--- src/rtl/id_ex_operand_stage.sv ---
// id_ex_operand_stage: operand-fetch stage between decode and execute.
// Drives register file read addresses, selects operands (register file, or
// MEM/WB bypass), detects RAW hazards that need a stall, and registers the
// operands plus control into a valid/ready ID/EX pipeline register.
//
// Build option: define OPERAND_FWD_EN to enable MEM/WB forwarding. Without it
// operands come straight from the register file and every in-flight writer of
// a used source register stalls the offered instruction.
module id_ex_operand_stage #(
  parameter int XLEN   = 32,
  parameter int CTRL_W = 16
) (
  input  logic              clk,
  input  logic              rst,

  // decode-side handshake and instruction fields
  input  logic              in_valid,
  output logic              in_ready,
  input  logic [XLEN-1:0]   in_pc,
  input  logic [XLEN-1:0]   in_imm,
  input  logic [4:0]        in_rs1,
  input  logic [4:0]        in_rs2,
  input  logic [4:0]        in_rd,
  input  logic              in_use_rs1,
  input  logic              in_use_rs2,
  input  logic              in_reg_write,
  input  logic              in_mem_read,
  input  logic [CTRL_W-1:0] in_ctrl,

  // register file read port
  output logic [4:0]        rf_rs1,
  output logic [4:0]        rf_rs2,
  input  logic [XLEN-1:0]   rf_rs1_data,
  input  logic [XLEN-1:0]   rf_rs2_data,

  // MEM-stage writer
  input  logic [4:0]        mem_rd,
  input  logic              mem_we,
  input  logic              mem_data_ok,
  input  logic [XLEN-1:0]   mem_data,

  // WB writer (same as register file write port)
  input  logic [4:0]        wb_rd,
  input  logic              wb_we,
  input  logic [XLEN-1:0]   wb_data,

  input  logic              flush,

  // execute-side handshake and registered operands/control
  output logic              out_valid,
  input  logic              out_ready,
  output logic [XLEN-1:0]   out_pc,
  output logic [XLEN-1:0]   out_imm,
  output logic [XLEN-1:0]   out_rs1_val,
  output logic [XLEN-1:0]   out_rs2_val,
  output logic [4:0]        out_rd,
  output logic              out_reg_write,
  output logic              out_mem_read,
  output logic [CTRL_W-1:0] out_ctrl
);

  logic [XLEN-1:0] rs1_val;
  logic [XLEN-1:0] rs2_val;
  logic            rs1_conflict;
  logic            rs2_conflict;
  logic            hazard;
  logic            downstream_free;
  logic            xfer;

  // Register file addresses are the decoded indices, unregistered.
  assign rf_rs1 = in_rs1;
  assign rf_rs2 = in_rs2;

`ifndef OPERAND_FWD_EN
  // Forwarding data and readiness are not consulted in this build.
  logic unused_fwd_inputs;
  assign unused_fwd_inputs = ^{mem_data_ok, mem_data, wb_data};
`endif

  // rs1 operand select: x0, then MEM bypass, then WB bypass, then register file.
  always_comb begin
    rs1_val = rf_rs1_data;
    if (in_rs1 == '0)
      rs1_val = '0;
`ifdef OPERAND_FWD_EN
    else if (mem_we && (mem_rd == in_rs1) && mem_data_ok)
      rs1_val = mem_data;
    else if (wb_we && (wb_rd == in_rs1))
      rs1_val = wb_data;
`endif
  end

  // rs2 operand select: same priority as rs1.
  always_comb begin
    rs2_val = rf_rs2_data;
    if (in_rs2 == '0)
      rs2_val = '0;
`ifdef OPERAND_FWD_EN
    else if (mem_we && (mem_rd == in_rs2) && mem_data_ok)
      rs2_val = mem_data;
    else if (wb_we && (wb_rd == in_rs2))
      rs2_val = wb_data;
`endif
  end

  // rs1 conflict with an in-flight producer whose value cannot be supplied now.
  always_comb begin
    rs1_conflict = out_valid && out_mem_read && (out_rd == in_rs1);
`ifdef OPERAND_FWD_EN
    rs1_conflict = rs1_conflict ||
                   (mem_we && (mem_rd == in_rs1) && !mem_data_ok);
`else
    rs1_conflict = rs1_conflict ||
                   (out_valid && out_reg_write && (out_rd == in_rs1)) ||
                   (mem_we && (mem_rd == in_rs1)) ||
                   (wb_we && (wb_rd == in_rs1));
`endif
  end

  // rs2 conflict, same rules as rs1.
  always_comb begin
    rs2_conflict = out_valid && out_mem_read && (out_rd == in_rs2);
`ifdef OPERAND_FWD_EN
    rs2_conflict = rs2_conflict ||
                   (mem_we && (mem_rd == in_rs2) && !mem_data_ok);
`else
    rs2_conflict = rs2_conflict ||
                   (out_valid && out_reg_write && (out_rd == in_rs2)) ||
                   (mem_we && (mem_rd == in_rs2)) ||
                   (wb_we && (wb_rd == in_rs2));
`endif
  end

  // Stall only for sources the instruction really reads, never for x0.
  always_comb begin
    hazard = in_valid &&
             ((in_use_rs1 && (in_rs1 != '0) && rs1_conflict) ||
              (in_use_rs2 && (in_rs2 != '0) && rs2_conflict));
  end

  // Accept when the pipeline register is empty or being consumed this cycle.
  always_comb begin
    downstream_free = !out_valid || out_ready;
    in_ready        = !rst && !flush && !hazard && downstream_free;
    xfer            = in_valid && in_ready;
  end

  // ID/EX pipeline register: reset clears everything, flush kills the entry,
  // transfer loads a new instruction, consumption without refill leaves a bubble.
  always_ff @(posedge clk) begin
    if (rst) begin
      out_valid     <= 1'b0;
      out_pc        <= '0;
      out_imm       <= '0;
      out_rs1_val   <= '0;
      out_rs2_val   <= '0;
      out_rd        <= '0;
      out_reg_write <= 1'b0;
      out_mem_read  <= 1'b0;
      out_ctrl      <= '0;
    end else if (flush) begin
      out_valid <= 1'b0;
    end else if (xfer) begin
      out_valid     <= 1'b1;
      out_pc        <= in_pc;
      out_imm       <= in_imm;
      out_rs1_val   <= rs1_val;
      out_rs2_val   <= rs2_val;
      out_rd        <= in_rd;
      out_reg_write <= in_reg_write;
      out_mem_read  <= in_mem_read;
      out_ctrl      <= in_ctrl;
    end else if (out_valid && out_ready) begin
      out_valid <= 1'b0;
    end
  end

endmodule

--- config.mk ---
export PLATFORM = sky130hd
export DESIGN_NAME = id_ex_operand_stage
export DESIGN_NICKNAME = d
export VERILOG_FILES = /design/src/rtl/id_ex_operand_stage.sv
export SDC_FILE = /design/constraint.sdc
export NUM_CORES = 1
export LEC_CHECK = 0
export CAP_MARGIN = 20
export CORE_AREA = 2 2 159 161
export CTS_BUF_LIST = sky130_fd_sc_hd__clkbuf_8
export DETAILED_ROUTE_END_ITERATION = 16
export DIE_AREA = 0 0 161 163
export RECOVER_POWER = 100
export SLEW_MARGIN = 20
export SYNTH_ARGS = -nofsm -noshare
export SYNTH_HDL_FRONTEND = slang
export SYNTH_SLANG_ARGS = --single-unit
--- constraint.sdc ---
create_clock -name clk -period 2.6 [get_ports clk]
set_clock_uncertainty 0.1 [all_clocks]
set_input_delay 0.52 -clock clk [delete_from_list [all_inputs] [get_ports clk]]
set_output_delay 0.52 -clock clk [all_outputs]
set_load 0.005 [all_outputs]
==> reports/results.ini <==
[route]
num_vias=5598
route.detailed.drc=0
drtIter0Drc=176
post_drt_wl_per_cell_um=16.4
detail_route.wirelength_um=21900
dr.pass1.iters=4
drt-vias-per-instance=4.20
antenna_left=0

[cells_and_area]
multi_input_area_um2=3400
nets=1234
seq_area_um2=3050
nFillCells=2404
drive_gt1_frac=0.184
fin_util=0.453
instances_no_fill=1332
syn2layout_area_growth_pct=67.5

[status]
outcome=finished, violations left
violations=setup timing

[timing]
fmax_mhz=363
rsz0062_at_grt=yes
worst_slack_ns=-0.158
fin_crit_ns=2.76
setup-violations-final=128
finalCritPeriodShare=1.06
worst_pin_slew_ns=0.719
finalHoldViolations=0
drv_slew=0
relSlewSlack=0.521

[global_routing]
grt_max_degree=155
grt_pass1_vias=5789
grt_pass1_wl_um=33200
gr-total-overflow=0
antenna_found_initial=2
grtUsageTotal=0.163

[critical_path]
cp_max_fo=10
end_kind=register
cp-start-kind=primary input
path_class=primary input to register
crit_required_ns=2.84
worstPathArrival_ns=3.00

[yosys]
synth.avg_cell_area_um2=10.6
syn-instance-count=630
ys_ff_latch=152
synth_top_area_share=0.457
syn-cell-area_um2=6670
synthTopCellsByCount=dfxtp_1, nor2b_1, nand2_1
yosysMostFrequentCell=dfxtp_1
synth-edff-count=0
syn_nets=875
async_flop_share=0
yosysSeqAreaShare=0.457
synth_warnings=0
synthTopCellsByArea=dfxtp_1, mux2_2, mux2i_1
ys.flop_type=dfxtp_1
synth_cell_type_count=26
synth_top_area_cell=dfxtp_1

[clock_network]
h-tree-depth=4
holdBufCountCts=0
clock_sinks=152
root_buffer=clkbuf_8
clockBufferDepth=2
numCtsBuffers=17
path_clk_slew_ns=0.09
clk_latency_ns=0.44
cts_tree=built

[flow_run]
drv_cap=0

[floorplanning]
dieWidth_um=161
num_rows=58
start_util=0.270
ios=408
core_um2=24700
die_area_um2=26200
die_h_um=163

[placement]
numPortBuffers=342
gp_congestion=0.742
post-dp-hpwl_um=15700
dp_cells=1295

[pwr]
p_per_area_nw_per_um2=485
ir_drop_uv=312
leakage_nw=5.28

[min_path]
hold_class=register to register

[metal layers]
layer,vias to the layer above,global-route usage,share of wire,routed length [um]
li1,2773,-,-,-
met1,2604,0.192,0.42,9170
met2,206,0.284,0.49,10700
met3,15,0.0601,0.078,1700
met4,0,0.0349,0.012,257
met5,-,0,0,0
[placed cells by master, fill, tap and decap left out, types with 3 or more instances in the layout]
master           netlist  final
bufinv_16              0      3
mux2_2                61     60
nand2b_1              64     64
nor2_1                 3      3
dfxtp_1              152    147
and3_1                 4      4
nor3_1                 5      4
nand2_1               67     67
buf_6                  4      6
nor2b_1               88     88
dlygate4sd2_1          0     14
nor4_1                 4      3
clkbuf_8               0     17
dfxtp_2                0      4
clkbuf_4               0      3
xnor2_1                8      8
xor2_1                22     22
buf_12                 0      6
mux2_4                26     27
clkinv_4               0      4
clkdlybuf4s50_1        0    163
dlygate4sd3_1          0    158
mux2i_1               64     63
buf_4                 10     31
[through the flow]
step	area, um2	setup WS (ns)	total power [mW]	TNS, ns	hold slack [ns]
global placement	10700	-0.954	3.57	-99.63	0.360
CTS	11200	-0.199	5.58	-0.903	0.380
floorplan	6670	0.0976	2.91	0	0.368
global route	11200	-0.222	5.70	-15.34	0.394
detailed placement	10700	-0.937	3.58	-98.77	0.366
finish	11200	-0.158	5.42	-10.69	0.373
[state kept, by name (all words and copies together), names as in the netlist, 5 cells and up]
name and count:
out_ctrl 16, out_rs2_val 32, out_rs1_val 32, out_imm 32, out_pc 32, out_rd 5
[worst max-delay path, stage by stage]
cell and delay, ns:
dlygate4sd2_1 0.32, buf_4 0.17, xnor2_1 0.11, and3_1 0.18, o311a_1 0.37, buf_4 0.14, clkbuf_4 0.12, or3_4 0.46
clkbuf_4 0.28, mux2_4 0.32
[power breakdown]
group	switching, mW	internal (mW)
Clock	0.988	0.956
Sequential	0.0533	2.44
Combinational	0.334	0.642
[cell type report]
cell class / instances / area share
clock inverters: 14 / 0.0157
repair buffers: 390 / 0.348
multi-input cells: 428 / 0.304
well taps: 330 / 0.0370
flip-flops and latches: 152 / 0.273
diodes: 1 / 0.000224
clock buffers: 17 / 0.0210
[path summary, 6_finish.rpt]
path	slack, ns	depth (start not counted)	end	from
max	-0.16	10	out_imm[6]$_SDFFE_PP0P_	in_rs1[2]
min	0.37	2	out_rs2_val[24]$_SDFFE_PP0P_	out_rs2_val[24]$_SDFFE_PP0P_
max reg2reg	-0.08	10	out_rs1_val[17]$_SDFFE_PP0P_	out_rd[3]$_SDFFE_PP0P_
min reg2reg	0.37	2	out_rs2_val[24]$_SDFFE_PP0P_	out_rs2_val[24]$_SDFFE_PP0P_
[cells by family after synthesis]
family          Yosys count  share of synthesized area
mux                     151                      0.258
xor+xnor                 30                     0.0394
simple gates            240                      0.198
flops                   152                      0.457
buf+inv                  50                     0.0407
compound gates            7                    0.00713
[timing repair]
action,in CTS,in global routing
endpoints found under the setup margin,151,122
pin swaps,12,3
hold endpoints to repair,0,0
cloned,2,0
setup buffers,2,1
resized for setup,51,7
Power figures use the tool's default switching activity.
